<file path="src/rtl/pkt_classifier_linear_if.sv">
// Rule-write, packet and result streams of the linear packet classifier.
// Header layout (MSB..LSB): src_ip, dst_ip, src_port, dst_port, proto.
interface pkt_classifier_linear_if #(
  parameter int IDX_W = 4
);
  logic             rule_wr_en;
  logic             rule_wr_ready;
  logic [IDX_W-1:0] rule_wr_idx;
  logic [103:0]     rule_wr_lo;
  logic [103:0]     rule_wr_hi;
  logic             rule_wr_enable;
  logic             pkt_valid;
  logic             pkt_ready;
  logic [103:0]     pkt_data;
  logic             res_valid;
  logic             res_ready;
  logic             res_hit;
  logic [IDX_W-1:0] res_rule_idx;

  modport master (
    output rule_wr_en, rule_wr_idx, rule_wr_lo, rule_wr_hi, rule_wr_enable,
    output pkt_valid, pkt_data, res_ready,
    input  rule_wr_ready, pkt_ready, res_valid, res_hit, res_rule_idx
  );

  modport slave (
    input  rule_wr_en, rule_wr_idx, rule_wr_lo, rule_wr_hi, rule_wr_enable,
    input  pkt_valid, pkt_data, res_ready,
    output rule_wr_ready, pkt_ready, res_valid, res_hit, res_rule_idx
  );
endinterface

</file>
<file path="src/rtl/pkt_classifier_linear.sv">
// Linear-scan 5-tuple classifier: one rule per cycle, lowest matching index wins.
// Optional hit/miss counters are built when CLASSIFIER_STATS_EN is defined.
module pkt_classifier_linear #(
  parameter int NUM_RULES = 16,
  parameter int IDX_W     = $clog2(NUM_RULES)
) (
  input  logic                   clk,
  input  logic                   rst,
  pkt_classifier_linear_if.slave io,
  output logic                   busy,
  output logic [31:0]            stat_hits,
  output logic [31:0]            stat_misses
);
  typedef enum logic [1:0] {IDLE, SCAN, DONE} state_t;

  state_t               state;
  logic [103:0]         hdr_q;
  logic [IDX_W-1:0]     idx_q;
  logic                 hit_q;
  logic [IDX_W-1:0]     res_idx_q;
  logic [NUM_RULES-1:0] en_q;
  logic [103:0]         lo_q [NUM_RULES];
  logic [103:0]         hi_q [NUM_RULES];
  logic [103:0]         cur_lo, cur_hi;
  logic [4:0]           fld_ok;
  logic                 match;
  logic                 wr_fire;

  function automatic logic in_rng(input logic [31:0] v, input logic [31:0] lo,
                                  input logic [31:0] hi);
    return (lo <= v) && (v <= hi);
  endfunction

  assign io.pkt_ready     = (state == IDLE);
  assign io.rule_wr_ready = (state == IDLE);
  assign io.res_valid     = (state == DONE);
  assign io.res_hit       = hit_q;
  assign io.res_rule_idx  = res_idx_q;
  assign busy             = (state != IDLE);
  assign wr_fire          = io.rule_wr_en && (state == IDLE);

  // An inverted range (lo > hi) fails in_rng for every value, so it never matches.
  always_comb begin
    cur_lo    = lo_q[idx_q];
    cur_hi    = hi_q[idx_q];
    fld_ok[4] = in_rng(hdr_q[103:72], cur_lo[103:72], cur_hi[103:72]);
    fld_ok[3] = in_rng(hdr_q[71:40],  cur_lo[71:40],  cur_hi[71:40]);
    fld_ok[2] = in_rng({16'd0, hdr_q[39:24]}, {16'd0, cur_lo[39:24]}, {16'd0, cur_hi[39:24]});
    fld_ok[1] = in_rng({16'd0, hdr_q[23:8]},  {16'd0, cur_lo[23:8]},  {16'd0, cur_hi[23:8]});
    fld_ok[0] = in_rng({24'd0, hdr_q[7:0]},   {24'd0, cur_lo[7:0]},   {24'd0, cur_hi[7:0]});
    match     = en_q[idx_q] && (&fld_ok);
  end

  // Range bounds carry no reset; the enable bits alone make a cleared table.
  always_ff @(posedge clk) begin
    if (wr_fire) begin
      lo_q[io.rule_wr_idx] <= io.rule_wr_lo;
      hi_q[io.rule_wr_idx] <= io.rule_wr_hi;
    end
  end

  always_ff @(posedge clk) begin
    if (rst) begin
      state     <= IDLE;
      hdr_q     <= '0;
      idx_q     <= '0;
      hit_q     <= 1'b0;
      res_idx_q <= '0;
      en_q      <= '0;
    end else begin
      if (wr_fire) en_q[io.rule_wr_idx] <= io.rule_wr_enable;
      case (state)
        IDLE: if (io.pkt_valid) begin
          hdr_q <= io.pkt_data;
          idx_q <= '0;
          state <= SCAN;
        end
        SCAN: if (match) begin
          hit_q     <= 1'b1;
          res_idx_q <= idx_q;
          state     <= DONE;
        end else if (idx_q == IDX_W'(NUM_RULES - 1)) begin
          hit_q     <= 1'b0;
          res_idx_q <= '0;
          state     <= DONE;
        end else begin
          idx_q <= idx_q + IDX_W'(1);
        end
        DONE: if (io.res_ready) state <= IDLE;
        default: state <= IDLE;
      endcase
    end
  end

`ifdef CLASSIFIER_STATS_EN
  always_ff @(posedge clk) begin
    if (rst) begin
      stat_hits   <= '0;
      stat_misses <= '0;
    end else if ((state == DONE) && io.res_ready) begin
      if (hit_q) begin
        if (stat_hits != 32'hFFFF_FFFF) stat_hits <= stat_hits + 32'd1;
      end else begin
        if (stat_misses != 32'hFFFF_FFFF) stat_misses <= stat_misses + 32'd1;
      end
    end
  end
`else
  assign stat_hits   = '0;
  assign stat_misses = '0;
`endif
endmodule

</file>
<file path="src/flat_wrapper.sv">
// flat-port wrapper written by rule: the top's interface ports become plain ports
module pkt_classifier_linear_flat 
#(
  parameter int NUM_RULES = 16,
  parameter int IDX_W     = $clog2(NUM_RULES)
)
  (clk, rst, busy, stat_hits, stat_misses, io_rule_wr_en, io_rule_wr_idx, io_rule_wr_lo, io_rule_wr_hi, io_rule_wr_enable, io_pkt_valid, io_pkt_data, io_res_ready, io_rule_wr_ready, io_pkt_ready, io_res_valid, io_res_hit, io_res_rule_idx);
  pkt_classifier_linear_if #(.IDX_W(IDX_W)) io_i ();
  input  logic clk;
  input  logic rst;
  output logic busy;
  output logic [31:0] stat_hits;
  output logic [31:0] stat_misses;
  input wire logic [$bits(io_i.rule_wr_en)-1:0] io_rule_wr_en;
  input wire logic [$bits(io_i.rule_wr_idx)-1:0] io_rule_wr_idx;
  input wire logic [$bits(io_i.rule_wr_lo)-1:0] io_rule_wr_lo;
  input wire logic [$bits(io_i.rule_wr_hi)-1:0] io_rule_wr_hi;
  input wire logic [$bits(io_i.rule_wr_enable)-1:0] io_rule_wr_enable;
  input wire logic [$bits(io_i.pkt_valid)-1:0] io_pkt_valid;
  input wire logic [$bits(io_i.pkt_data)-1:0] io_pkt_data;
  input wire logic [$bits(io_i.res_ready)-1:0] io_res_ready;
  output wire logic [$bits(io_i.rule_wr_ready)-1:0] io_rule_wr_ready;
  output wire logic [$bits(io_i.pkt_ready)-1:0] io_pkt_ready;
  output wire logic [$bits(io_i.res_valid)-1:0] io_res_valid;
  output wire logic [$bits(io_i.res_hit)-1:0] io_res_hit;
  output wire logic [$bits(io_i.res_rule_idx)-1:0] io_res_rule_idx;
  assign io_i.rule_wr_en = io_rule_wr_en;
  assign io_i.rule_wr_idx = io_rule_wr_idx;
  assign io_i.rule_wr_lo = io_rule_wr_lo;
  assign io_i.rule_wr_hi = io_rule_wr_hi;
  assign io_i.rule_wr_enable = io_rule_wr_enable;
  assign io_i.pkt_valid = io_pkt_valid;
  assign io_i.pkt_data = io_pkt_data;
  assign io_i.res_ready = io_res_ready;
  assign io_rule_wr_ready = io_i.rule_wr_ready;
  assign io_pkt_ready = io_i.pkt_ready;
  assign io_res_valid = io_i.res_valid;
  assign io_res_hit = io_i.res_hit;
  assign io_res_rule_idx = io_i.res_rule_idx;
  pkt_classifier_linear #(.NUM_RULES(NUM_RULES), .IDX_W(IDX_W)) u_core (.clk(clk), .rst(rst), .io(io_i), .busy(busy), .stat_hits(stat_hits), .stat_misses(stat_misses));
endmodule
</file>
<file path="config.mk">
export PLATFORM = sky130hd
export DESIGN_NAME = pkt_classifier_linear_flat
export DESIGN_NICKNAME = d
export VERILOG_FILES = /design/src/rtl/pkt_classifier_linear_if.sv /design/src/rtl/pkt_classifier_linear.sv /design/src/flat_wrapper.sv
export SDC_FILE = /design/constraint.sdc
export NUM_CORES = 2
export LEC_CHECK = 0
export ABC_AREA = 1
export CAP_MARGIN = 20
export CELL_PAD_IN_SITES_DETAIL_PLACEMENT = 1
export CELL_PAD_IN_SITES_GLOBAL_PLACEMENT = 2
export CORE_ASPECT_RATIO = 1.25
export CORE_MARGIN = 4
export CORE_UTILIZATION = 43
export CTS_CLUSTER_SIZE = 8
export DETAILED_ROUTE_END_ITERATION = 6
export PLACE_DENSITY = 0.76
export SETUP_SLACK_MARGIN = 0.4
export SLEW_MARGIN = 20
export SYNTH_ARGS = -nofsm -noshare
export SYNTH_HDL_FRONTEND = slang
export SYNTH_SLANG_ARGS = --single-unit
</file>
<file path="constraint.sdc">
create_clock -name clk -period 12.1 [get_ports clk]
set_input_delay 1.21 -clock clk [delete_from_list [all_inputs] [get_ports clk]]
set_output_delay 1.21 -clock clk [all_outputs]
set_load 0.02 [all_outputs]
</file>
; ---- After elaboration in Yosys (flattened, before gate mapping)
; Memory sizes are Yosys's and may differ from the RTL's. A register that Yosys moved wholly into a read port is not among the register bits.
; Cells that the tools add are included.
[op_classes]
n_addsub = 1
n_mul = 0
n_div = 0
magnitude_cmp = 13
eq_ne = 8
n_shift = 0
mux = 24
bitwise = 0
n_reduce_logical = 17
[ops]
columns = cell, n
row1 = $le 32x32->1, 4
row2 = $le 16x16->1, 4
row3 = $mux 4, 9
row4 = $bwmux 16, 1
row5 = $le 8x8->1, 2
row6 = $lt 4x5->1 const B, 2
row7 = $logic_and 1x1->1, 8
row8 = $mux 2, 4
row9 = $ne 2x2->1 const B, 4
row10 = $pmux 4 s2, 1
row11 = $mux 1, 6
row12 = $pmux 2 s3, 1
row13 = $reduce_bool 2->1, 3
row14 = $reduce_and 5->1, 1
row15 = $add 4x1->4 const B, 1
row16 = $bmux 1 s4, 1
row17 = $demux 1 s4, 1
row18 = $eq 4x4->1 const B, 1
row19 = $ge 4x1->1 const B, 1
row20 = $reduce_and 2->1, 2
row21 = $reduce_and 4->1, 1
row22 = $ne 3x1->1 const B, 1
row23 = $reduce_and 3->1, 1
row24 = $eq 2x1->1 const B, 1
row25 = other kinds (2), 2
[totals]
regBits = 131
latchBits = 0
ram_bits = 3328
rom_bits = 0
input_bits = 322
output_inout_bits = 73
elab_cells = 71
n_memories = 2
[memory_table]
columns = name, depth, word_bits, rd, rd_ports_with_merged_regs, write_ports, line
row1 = u_core.hi_q, 16, 104, 1, 1, 1, pkt_classifier_linear.sv:23  ; logic [103:0] hi_q [NUM_RULES];
row2 = u_core.lo_q, 16, 104, 1, 1, 1, pkt_classifier_linear.sv:22  ; logic [103:0] lo_q [NUM_RULES];

; ---- Logic depth before layout (Yosys ltp)
[logic_depth]
depth_word = 8
ltp_mapped = 31
mapped_depth_nobuf = 27

; ---- Least setup slack after synthesis
; Ideal clock, no wire load.
[synth_path]
path_kind = input -> register
from = input port io_rule_wr_en
to = memory u_core.hi_q[0][0] (enable)
arrival_ns = 10.253
required_time_ns = 11.318
slack_ns = 1.065
cell_stages = 4
cell_sequence = nand2_1 -> inv_1 -> nand3_1 -> nor2_1
[synth_via]
elab_chain_len = 3
[synth_lines]
columns = item, line
row1 = "start, declared", flat_wrapper.sv:14  ; input wire logic [$bits(io_i.rule_wr_en)-1:0] io_rule_wr_en;
row2 = $logic_and 1x1->1, pkt_classifier_linear.sv:40  ; assign wr_fire = io.rule_wr_en && (state == IDLE);
row3 = $mux 1, pkt_classifier_linear.sv:56  ; if (wr_fire) begin
row4 = $mux 1 (implied by the code), pkt_classifier_linear.sv:58  ; hi_q[io.rule_wr_idx] <= io.rule_wr_hi;
row5 = "end, declared", pkt_classifier_linear.sv:23
; No other way between the ends.

==> results.sh <==
export IMPL_clockRootBuffer="clkbuf_16"
export IMPL_viasPerCell=6.16
export IMPL_vias=93200
export IMPL_clock_latency_ps=1010
export IMPL_period_needed_ps=6780
export IMPL_max_freq_ghz=0.147
export IMPL_initial_core_util_pct=43.2
export IMPL_drt_iter0_drc=9547
export IMPL_finClkSkew_ps=87.8
export IMPL_cp_required_ps=12910
export IMPL_synthFlopType="edfxtp_1"
export IMPL_period_share_pct=56.1
export IMPL_synthCells=10400
export IMPL_drtAntennaViolNets=0
export IMPL_clkSinkCount=3463
export IMPL_setup_viol=0
export IMPL_tightestPinTransition_ps=1170
export IMPL_cts_buffers=476
export IMPL_ioPinCount=395
export IMPL_final_nets=11200
export IMPL_synth_edff_count=3328
export IMPL_cts_repair_resized=0
export IMPL_peakVddDrop_uv=125
export IMPL_gr_usage_met2_pct=47.4
export IMPL_grt_usage_pct=28.6
export IMPL_row_count=232
export IMPL_grt_pass1_vias=96400
export IMPL_finalSetupTns_ps=0
export IMPL_grt_antenna_before_repair=115
export IMPL_cts_hold_buf=0
export IMPL_dr_pass1_iters=6
export IMPL_max_cap_viol_count=0
export IMPL_setup_slack_ps=5320
export IMPL_die_area_um2=330000
export IMPL_die_w_um=515
export IMPL_drv_slew=0
export IMPL_hp_class="reg -> reg"
export IMPL_grt_max_degree=203
export IMPL_nFillCells=31600
export IMPL_synth_warnings=0
export IMPL_endpoint_kind="flip-flop"
export IMPL_slew_headroom_pct=21.3
export IMPL_cts_tree="built"
export IMPL_met1_usage_pct=37.1
export IMPL_cts_buffer_depth=4
export IMPL_syn_area_um2=138000
export IMPL_htreeDepth=5
export IMPL_final_common_cell="edfxtp_1"
export IMPL_routedWlPerCell_um=31.9
export IMPL_yosysTopAreaCellShare_pct=72.4
export IMPL_cp_start_kind="flip-flop"
export IMPL_grt_overflow=0
export IMPL_dp_slack_ps=5510
export IMPL_hpwlAfterDp_um=271000
export IMPL_layout_drive_gt1_share_pct=6.53
export IMPL_gp_congestion=0.837
export IMPL_grt_busiest_layer="met2"
export IMPL_final_cell_mix="edfxtp_1, o21ai_0, nor2_1"
export IMPL_status="finished, final reports clean"
export IMPL_die_h_um=641
export IMPL_hold_viol_final=0
export IMPL_synth_area_leaders="edfxtp_1, o21ai_0, nor2_1"
export IMPL_synth_seq_cells=3463
export IMPL_p_total_w=0.0286
export IMPL_portBuffers=330
export IMPL_grt_pass1_wl_um=688000
export IMPL_drt_wl_total_um=484000
export IMPL_synth_distinct_cells=40
export IMPL_areaGrowthSynthToFinish_pct=14.8
export IMPL_critical_path_class="reg -> reg"
export IMPL_cts_setup_buffers=0
export IMPL_avgSynthCellArea_um2=13.2
export IMPL_yosys_area_top_type="edfxtp_1"
export IMPL_drcViolationCount=0
export IMPL_p_leak_nw=51.8
export IMPL_async_flop_share_pct=0
export IMPL_clkTransAtPathRegs_ps=50
export IMPL_rsz0062_at_grt="no"
export IMPL_crit_fanout=202
export IMPL_powerDensity_nw_per_um2=181
export IMPL_yosysSeqAreaShare_pct=74.4
export IMPL_core_area_um2=320000
export IMPL_critPathArrivalTime_ps=7590
export IMPL_grt_use_met3_pct=5.42
## path summary, 6_finish.rpt
path / start / endpoint / slack (ps) / cells past startpoint
setup / recovery: flip-flop / u_core.io.res_hit$_SDFFE_PP0P_ / 5320 / 22
hold / removal: u_core.io.res_rule_idx[0]$_SDFFE_PP0P_ / u_core.io.res_rule_idx[0]$_SDFFE_PP0P_ / 490 / 2
setup reg to reg: flip-flop / u_core.io.res_hit$_SDFFE_PP0P_ / 5320 / 22
hold reg to reg: u_core.io.res_rule_idx[0]$_SDFFE_PP0P_ / u_core.io.res_rule_idx[0]$_SDFFE_PP0P_ / 490 / 2
## area by class of cell
class                   count  area (µm²)  share of cell area, %
flip-flops and latches   3463      103000                   64.8
multi-input cells        5994       31500                   19.9
clock buffers             675       12700                   8.03
well taps                4212        5270                   3.33
repair buffers            508        5100                   3.22
inverters                 224         886                  0.559
clock inverters            17         235                  0.148
diodes                     43         108                 0.0679
## flip-flops by register name, indices dropped and copies added (netlist names), named ones only
name / flops
u_core.io.res_rule_idx: 4
u_core.hdr_q: 104
u_core.en_q: 16
u_core.hi_q: 1664
u_core.state: 2
u_core.lo_q: 1664
u_core.idx_q: 4
u_core.io.res_hit: 1
## report_power, final
group / total (W) / switching, W / internal (W)
clock network: 0.0120 / 0.00487 / 0.00712
registers: 0.0134 / 0.0000830 / 0.0133
logic: 0.00320 / 0.00235 / 0.000842
total: 0.0286 / 0.00731 / 0.0213
## cell families (layout without fill, tap and decap cells)
kind of cell / count (synthesis) / after routing / share of synthesized area, %
buffers and inverters: 1019 / 1424 / 3.08
xor gates and xnor gates: 1 / 1 / 0.00635
AOI/OAI and AO/OA: 3249 / 3249 / 13.7
adders and majority gates: 209 / 209 / 1.90
and+or+nand+nor: 2463 / 2463 / 6.90
DFF: 3463 / 3463 / 74.4
muxes: 8 / 8 / 0.0581
other: 1 / 107 / 0.00272
## routing by layer
layer  vias up  wire length [µm]
met5         -               395
met4        62             20700
met3       940             34800
met2      3610            234000
met1     49000            194000
li1      39600                 -
## synth_stat cells (2+ instances only)
cell type  instances
o21ai_1            3
o221ai_1         394
nor3_1            23
nor4_1             3
a21oi_1          228
o32ai_1            4
o22a_1            13
a32o_1             7
o21a_1            10
o211ai_1         132
nor2_1          1915
nand4_1           19
inv_1            221
o22ai_1          460
nand3b_1           2
dfxtp_1          135
edfxtp_1        3328
clkbuf_1         572
nand2_1          372
mux2i_1            8
nand3_1          123
o32a_1             4
inv_2              3
buf_4             68
buf_2            116
buf_1             37
ha_1             209
o21ai_0         1963
nand2_2            3
a31oi_1           26
a21o_1             3
## worst max-delay path, cell delays in order (launching register included)
cell and delay (ps):
dfxtp_4 930, buf_4 620, buf_12 450, buf_12 660, o21ai_0 220, o22ai_1 190, o21ai_0 90, o21ai_0 900
ha_1 410, a21oi_1 150, o21ai_0 120, nand2_1 80, nand3_1 80, nand2_1 70, nand2_1 50, nand2_1 50
nand2_1 160, nor2_2 170, nand2_2 190, nand2_1 120, nand2_1 130, a21oi_1 160, nor2_1 60
## through the flow
step	hold WS (ps)	util [%]	cell area, µm²	instances
4_1_cts	487	49.5	158000	15100
6_report	486	49.6	158000	15100
2_1_floorplan	454	-	138000	10500
5_1_grt	511	49.5	158000	15100
3_3_place_gp	473	45.5	145000	14400
3_5_place_dp	479	45.5	145000	14400
(Power assumes the default switching activity.)
